## src/rtl/id_ex_stage_pkg.sv

```systemverilog
// Shared defaults and decoded-control bundle layout for the ID/EX stage.
// The bundle fields are packed LSB-first; bits above CTRL_ALU_SRC are reserved.
package id_ex_stage_pkg;

  localparam int XLEN_DEFAULT = 32;
  localparam int NREG_DEFAULT = 32;
  localparam int CTRL_W       = 16;

  localparam int CTRL_REGWRITE       = 0;
  localparam int CTRL_RESULT_SRC     = 1;
  localparam int RESULT_SRC_W        = 2;
  localparam int CTRL_MEMWRITE       = 3;
  localparam int CTRL_JUMP           = 4;
  localparam int CTRL_BRANCH         = 5;
  localparam int CTRL_ALU_CONTROL    = 6;
  localparam int ALU_CONTROL_W       = 4;
  localparam int CTRL_BRANCH_CONTROL = 10;
  localparam int BRANCH_CONTROL_W    = 3;
  localparam int CTRL_ALU_SRC        = 13;

endpackage

```

## src/rtl/id_ex_stage_regfile_mp.sv

```systemverilog
// Multi-port-write register file with optional same-cycle write-to-read bypass.
// Register 0 is hardwired to zero; the highest-index port wins on a write conflict.
module regfile_mp
  import id_ex_stage_pkg::*;
#(
  parameter int XLEN   = XLEN_DEFAULT,
  parameter int NREG   = NREG_DEFAULT,
  parameter int NWB    = 1,
  parameter int BYPASS = 1
) (
  input  logic                        clk,
  input  logic                        reset,
  input  logic [NWB-1:0]              wb_en,
  input  logic [NWB*$clog2(NREG)-1:0] wb_rd,
  input  logic [NWB*XLEN-1:0]         wb_data,
  input  logic [$clog2(NREG)-1:0]     rs1,
  input  logic [$clog2(NREG)-1:0]     rs2,
  output logic [XLEN-1:0]             rs1_data,
  output logic [XLEN-1:0]             rs2_data
);

  localparam int AW = $clog2(NREG);

  logic [XLEN-1:0] regs_q [NREG];
  logic [XLEN-1:0] regs_d [NREG];

  always_comb begin
    regs_d = regs_q;
    for (int k = 0; k < NWB; k++) begin
      if (wb_en[k]) regs_d[wb_rd[k*AW +: AW]] = wb_data[k*XLEN +: XLEN];
    end
    regs_d[0] = '0;
  end

  always_ff @(posedge clk or posedge reset) begin
    if (reset) regs_q <= '{default: '0};
    else       regs_q <= regs_d;
  end

  // Later ports override earlier ones so the bypass agrees with what gets stored.
  always_comb begin
    rs1_data = regs_q[rs1];
    rs2_data = regs_q[rs2];
    if (BYPASS != 0) begin
      for (int k = 0; k < NWB; k++) begin
        if (wb_en[k] && (wb_rd[k*AW +: AW] != '0)) begin
          if (wb_rd[k*AW +: AW] == rs1) rs1_data = wb_data[k*XLEN +: XLEN];
          if (wb_rd[k*AW +: AW] == rs2) rs2_data = wb_data[k*XLEN +: XLEN];
        end
      end
    end
  end

endmodule

```

## src/rtl/id_ex_stage.sv

```systemverilog
// Decode-side register read plus the ID/EX pipeline register.
// Flush beats stall beats load; register-file writes happen regardless of either.
module id_ex_stage
  import id_ex_stage_pkg::*;
#(
  parameter int XLEN     = XLEN_DEFAULT,
  parameter int NREG     = NREG_DEFAULT,
  parameter int NWB      = 1,
  parameter int CTRL_W   = id_ex_stage_pkg::CTRL_W,
  parameter int BYPASS   = 1
) (
  input  logic                        clk,
  input  logic                        reset,
  input  logic                        in_valid,
  input  logic [31:0]                 instruction,
  input  logic [XLEN-1:0]             pc,
  input  logic [XLEN-1:0]             pc_plus_4,
  input  logic [XLEN-1:0]             imm_in,
  input  logic [CTRL_W-1:0]           ctrl_in,
  input  logic                        stall_d,
  input  logic                        flush_d,
  input  logic [NWB-1:0]              wb_en,
  input  logic [NWB*$clog2(NREG)-1:0] wb_rd,
  input  logic [NWB*XLEN-1:0]         wb_data,
  output logic [$clog2(NREG)-1:0]     rs1_d,
  output logic [$clog2(NREG)-1:0]     rs2_d,
  output logic                        ex_valid,
  output logic [XLEN-1:0]             ex_rs1_data,
  output logic [XLEN-1:0]             ex_rs2_data,
  output logic [XLEN-1:0]             ex_imm,
  output logic [XLEN-1:0]             ex_pc,
  output logic [XLEN-1:0]             ex_pc_plus_4,
  output logic [$clog2(NREG)-1:0]     ex_rd,
  output logic [$clog2(NREG)-1:0]     ex_rs1,
  output logic [$clog2(NREG)-1:0]     ex_rs2,
  output logic [CTRL_W-1:0]           ex_ctrl
);

  localparam int AW = $clog2(NREG);

  logic [AW-1:0]   rd_d;
  logic [XLEN-1:0] rs1_data, rs2_data;
  logic            unused_instr;

  assign rs1_d        = instruction[15 +: AW];
  assign rs2_d        = instruction[20 +: AW];
  assign rd_d         = instruction[7 +: AW];
  assign unused_instr = ^instruction;

  regfile_mp #(
    .XLEN   (XLEN),
    .NREG   (NREG),
    .NWB    (NWB),
    .BYPASS (BYPASS)
  ) u_regfile (
    .clk      (clk),
    .reset    (reset),
    .wb_en    (wb_en),
    .wb_rd    (wb_rd),
    .wb_data  (wb_data),
    .rs1      (rs1_d),
    .rs2      (rs2_d),
    .rs1_data (rs1_data),
    .rs2_data (rs2_data)
  );

  logic              ex_valid_q, ex_valid_d;
  logic [CTRL_W-1:0] ex_ctrl_q, ex_ctrl_d;
  logic [XLEN-1:0]   ex_rs1_data_q, ex_rs1_data_d;
  logic [XLEN-1:0]   ex_rs2_data_q, ex_rs2_data_d;
  logic [XLEN-1:0]   ex_imm_q, ex_imm_d;
  logic [XLEN-1:0]   ex_pc_q, ex_pc_d;
  logic [XLEN-1:0]   ex_pc4_q, ex_pc4_d;
  logic [AW-1:0]     ex_rd_q, ex_rd_d;
  logic [AW-1:0]     ex_rs1_q, ex_rs1_d;
  logic [AW-1:0]     ex_rs2_q, ex_rs2_d;

  always_comb begin
    ex_valid_d    = ex_valid_q;
    ex_ctrl_d     = ex_ctrl_q;
    ex_rs1_data_d = ex_rs1_data_q;
    ex_rs2_data_d = ex_rs2_data_q;
    ex_imm_d      = ex_imm_q;
    ex_pc_d       = ex_pc_q;
    ex_pc4_d      = ex_pc4_q;
    ex_rd_d       = ex_rd_q;
    ex_rs1_d      = ex_rs1_q;
    ex_rs2_d      = ex_rs2_q;
    if (flush_d) begin
      ex_valid_d    = 1'b0;
      ex_ctrl_d     = '0;
      ex_rs1_data_d = '0;
      ex_rs2_data_d = '0;
      ex_imm_d      = '0;
      ex_pc_d       = '0;
      ex_pc4_d      = '0;
      ex_rd_d       = '0;
      ex_rs1_d      = '0;
      ex_rs2_d      = '0;
    end else if (!stall_d) begin
      ex_valid_d    = in_valid;
      ex_ctrl_d     = in_valid ? ctrl_in : '0;
      ex_rs1_data_d = rs1_data;
      ex_rs2_data_d = rs2_data;
      ex_imm_d      = imm_in;
      ex_pc_d       = pc;
      ex_pc4_d      = pc_plus_4;
      ex_rd_d       = rd_d;
      ex_rs1_d      = rs1_d;
      ex_rs2_d      = rs2_d;
    end
  end

  always_ff @(posedge clk or posedge reset) begin
    if (reset) begin
      ex_valid_q    <= 1'b0;
      ex_ctrl_q     <= '0;
      ex_rs1_data_q <= '0;
      ex_rs2_data_q <= '0;
      ex_imm_q      <= '0;
      ex_pc_q       <= '0;
      ex_pc4_q      <= '0;
      ex_rd_q       <= '0;
      ex_rs1_q      <= '0;
      ex_rs2_q      <= '0;
    end else begin
      ex_valid_q    <= ex_valid_d;
      ex_ctrl_q     <= ex_ctrl_d;
      ex_rs1_data_q <= ex_rs1_data_d;
      ex_rs2_data_q <= ex_rs2_data_d;
      ex_imm_q      <= ex_imm_d;
      ex_pc_q       <= ex_pc_d;
      ex_pc4_q      <= ex_pc4_d;
      ex_rd_q       <= ex_rd_d;
      ex_rs1_q      <= ex_rs1_d;
      ex_rs2_q      <= ex_rs2_d;
    end
  end

  assign ex_valid     = ex_valid_q;
  assign ex_ctrl      = ex_ctrl_q;
  assign ex_rs1_data  = ex_rs1_data_q;
  assign ex_rs2_data  = ex_rs2_data_q;
  assign ex_imm       = ex_imm_q;
  assign ex_pc        = ex_pc_q;
  assign ex_pc_plus_4 = ex_pc4_q;
  assign ex_rd        = ex_rd_q;
  assign ex_rs1       = ex_rs1_q;
  assign ex_rs2       = ex_rs2_q;

endmodule

```

## config.mk

```make
export PLATFORM = sky130hd
export DESIGN_NAME = id_ex_stage
export DESIGN_NICKNAME = d
export VERILOG_FILES = /design/src/rtl/id_ex_stage_pkg.sv /design/src/rtl/id_ex_stage_regfile_mp.sv /design/src/rtl/id_ex_stage.sv
export SDC_FILE = /design/constraint.sdc
export NUM_CORES = 2
export LEC_CHECK = 0
export ABC_CLOCK_PERIOD_IN_PS = 96400
export CAP_MARGIN = 20
export CORE_MARGIN = 2
export CORE_UTILIZATION = 43
export DETAILED_ROUTE_END_ITERATION = 10
export GPL_TIMING_DRIVEN = 0
export SKIP_CTS_REPAIR_TIMING = 1
export SYNTH_ARGS = -nofsm -noshare
export SYNTH_HDL_FRONTEND = slang
export SYNTH_SLANG_ARGS = --single-unit
```

## constraint.sdc

```tcl
create_clock -name clk -period 96.4 [get_ports clk]
set_clock_uncertainty 0.05 [all_clocks]
set_input_delay 24.1 -clock clk [delete_from_list [all_inputs] [get_ports clk]]
set_output_delay 24.1 -clock clk [all_outputs]
set_load 0.02 [all_outputs]
```

==> implementation parameters <==
Parameter                              Value

Clock tree
  CTS Root Cell ... clkbuf_16
  H-tree depth reported by CTS ... 4
  Clock Sink Count ... 1,184
  Buffers from clock root to sink, at most ... 3
  Number of buffers added by the clock tree synthesis step ... 138
  Clock tree from TritonCTS ... done
  Later-pin clock latency in the skew report ... 0.81 ns
  Clock-pin slew on the worst setup and hold paths ... 0.05 ns

Global route
  Pin count of the biggest net entering global routing ... 126
  Antenna violations before repair ... 15
  Number of global-route vias before repair ... 46,200
  Wire length of the first global-routing pass ... 361 mm
  Global routing usage summed across all routing layers ... 0.354
  Overflow after GRT ... 0

Floorplan
  Number of top-level design ports ... 389
  Core Box Area ... 0.143 mm^2
  Die extent in y ... 383 um
  Floorplan row count ... 139
  Starting density of the core ... 0.431
  Horizontal extent of the die ... 383 um
  Die area ... 0.147 mm^2

Routing
  Iteration-0 DRC count of the detailed router ... 5,550
  Vias ... 46,600
  Routed WL per cell ... 36.3 um
  TritonRoute pass-1 iters ... 6
  Post-detailed-route via-to-cell ratio ... 6.43
  Wire length reported by the detailed router ... 263 mm
  Count of antenna-violating nets left after detailed routing ... 0
  Detailed-route DRC error count ... 0

Critical path
  Kind of critical path ... in -> out
  R2R Path Start ... u_regfile.regs_q[919]$_DFFE_PP0P_
  Startpoint class of the critical path ... primary input
  Crit-path max cell delay ... 0.83 ns
  Start point of the critical path ... instruction[23]
  Data required time of the critical path ... 72.25 ns
  Type of element capturing the critical path ... output pin
  Maximum fanout count along the critical path ... 8
  Crit path cell chain ... clkdlybuf4s50_1, buf_4, clkdlybuf4s50_1
  Signal arrival time at the worst endpoint ... 25.72 ns
  Crit path top cell by count ... clkdlybuf4s50_1
  Crit path max-delay cell type ... clkdlybuf4s50_1

Synth
  Count of flip-flops with a built-in enable after synthesis ... 0
  Largest area contributor in the netlist ... dfrtp_1
  Asr flop ratio synth ... 1.00
  Area share of the leading cell type in the synthesized netlist ... 0.480
  Net Count, Synth ... 4,869
  Warnings from Yosys ... 0
  Proportion of synthesized chip area in sequential cells ... 0.480
  Distinct cells, synth ... 49
  Commonest register cell after synthesis ... dfrtp_1
  Post-synthesis sequential element count ... 1,184
  Syn Std Cell Area ... 0.0618 mm^2
  Cell types occupying the most area after synthesis ... dfrtp_1 48%, mux2_2 24%, mux2i_1 7.1%
  Post-synthesis instance total ... 4,682
  Mean area per synthesized cell ... 13.2 um^2

Timing
  Min Tclk post-route ... 49.87 ns
  Max Slew Vio Count ... 0
  Fin crit share ... 0.517
  Slew margin rel. ... 0.121
  Unrepaired setup endpoints after global routing ... false
  Tightest Pin Transition ... 1.32 ns
  Total Neg Setup Slack ... 0 ns
  Timing-limited maximum frequency ... 20.1 MHz
  Number of endpoints failing setup at the final stage ... 0
  Final hold violation count ... 0

Power
  Cell area power density ... 20.4 mW/mm^2
  Maximum resistive drop on vdd ... 0.0000146 V
  Leak ... 32.2 nW

Place
  Post-detail-place hpwl ... 180 mm
  Placed Instance Area ... 0.0685 mm^2
  Routability cong. ... 0.980
  DP Cell Count ... 6,982
  Count of port buffers added during placement ... 363

Outcome
  Status ... completed

Flow run
  Max_cap viols ... 0

Cells and area
  Ratio of cells with drive above 1 in the final layout ... 0.379
  Final Non-Filler Cells ... 7,243
  Area added between synthesis and finish ... 18.4%
  Final instance area ... 0.0731 mm^2
  Post-Route Utilization ... 0.511
  Filler instances ... 12,600
  Post-layout nets ... 5,410

Hold path
  HP Start ... ex_valid$_DFFE_PP0P_
  Worst hold path type ... reg -> reg
[flip-flops by register name (all words and copies together), names as in the netlist]
register          flops
ex_pc_plus_4         32
ex_pc                32
ex_rs2_data          32
ex_ctrl              16
ex_imm               32
ex_rd                 5
u_regfile.regs_q    992
ex_rs2                5
ex_rs1                5
ex_rs1_data          32
ex_valid              1
[power by group]
| group | switching, mW | internal (mW) | total (mW) |
|---|---|---|---|
| logic | 0.144 | 0.163 | 0.307 |
| registers | 0.0631 | 0.584 | 0.647 |
| clock network | 0.226 | 0.309 | 0.535 |
[final cells by class]
cell class / instances / area, um^2 / area share
clock inverters: 35 / 419 / 0.00573
clock buffers: 212 / 4110 / 0.0563
multi-input cells: 3017 / 29700 / 0.406
diodes: 10 / 25.0 / 0.000342
inverters: 3 / 18.8 / 0.000257
plain buffers: 478 / 2410 / 0.0330
repair buffers: 401 / 4400 / 0.0602
flip-flops and latches: 1184 / 29600 / 0.405
well taps: 1903 / 2380 / 0.0326
[layout by cell type, fill, tap and decap left out, types with 13 or more instances in the layout]
master and n:
a22o_1 22, buf_4 80, buf_2 168, clkdlybuf4s50_1 363, buf_8 23, o21ai_0 137, buf_16 16, buf_6 13
o21ai_1 59, clkbuf_16 139, a22oi_1 66, mux2_2 1304, clkbuf_1 238, dfrtp_1 1184, clkbuf_8 36, o22ai_1 240
clkinv_2 15, mux4_2 189, nor2_1 135, buf_1 14, nand2_1 154, nor2b_1 73, a221oi_1 62, mux2i_1 435
o311ai_0 56
[per-layer routing]
layer / global-route usage / part of all wire
met5: 0 / 0.00022
met4: 0.206 / 0.067
met3: 0.120 / 0.11
met2: 0.517 / 0.43
met1: 0.457 / 0.39
[cells in the mapped netlist, types with 2 or more instances]
cell type  instances
mux2_2          1304
dfrtp_1         1184
mux2i_1          435
o22ai_1          240
clkbuf_1         202
mux4_2           189
buf_2            168
nand2_1          154
o21ai_0          137
nor2_1           135
buf_4             80
nor2b_1           73
a22oi_1           66
a221oi_1          62
o21ai_1           59
o311ai_0          56
a22o_1            22
buf_1             14
buf_6             13
nand2b_1          10
xor2_1            10
o211ai_1           9
mux2_1             8
o221ai_1           7
and2_1             4
nand3b_1           4
nor2_2             4
nor3b_1            4
nand3_1            3
or2_2              3
inv_1              2
nor3_1             2
nor3_2             2
or3_1              2
[cell families after synthesis]
| family | count (synthesis) | synth area share |
|---|---|---|
| flops | 1184 | 0.480 |
| simple gates | 408 | 0.0300 |
| compound gates | 663 | 0.0709 |
| mux | 1936 | 0.379 |
| xor+xnor | 10 | 0.00142 |
| buf+inv | 481 | 0.0393 |
[worst paths after layout]
| check | slack [ns] | depth (start not counted) | to |
|---|---|---|---|
| max | 46.53 | 3 | rs2_d[3] |
| min | 0.44 | 1 | ex_valid$_DFFE_PP0P_ |
| max reg2reg | 93.98 | 5 | ex_rs2_data[23]$_DFFE_PP0P_ |
| min reg2reg | 0.44 | 1 | ex_valid$_DFFE_PP0P_ |
| max in group asynchronous | 69.70 | 6 | u_regfile.regs_q[406]$_DFFE_PP0P_ |
| min in group asynchronous | 23.76 | 2 | ex_pc_plus_4[27]$_DFFE_PP0P_ |
[metrics by stage]
step,setup slack (ns),hold WS [ns],total power [mW]
2_1_floorplan,38.90,0.421,0.848
3_3_place_gp,23.57,0.410,0.943
3_5_place_dp,46.56,0.423,0.953
4_1_cts,46.56,0.435,1.48
5_1_grt,46.51,0.469,1.54
6_report,46.53,0.435,1.49
[critical path, delay by kind of cell]
family   cells  cell delay (ns)
buf+inv      3             1.62
(Power assumes the default switching activity.)
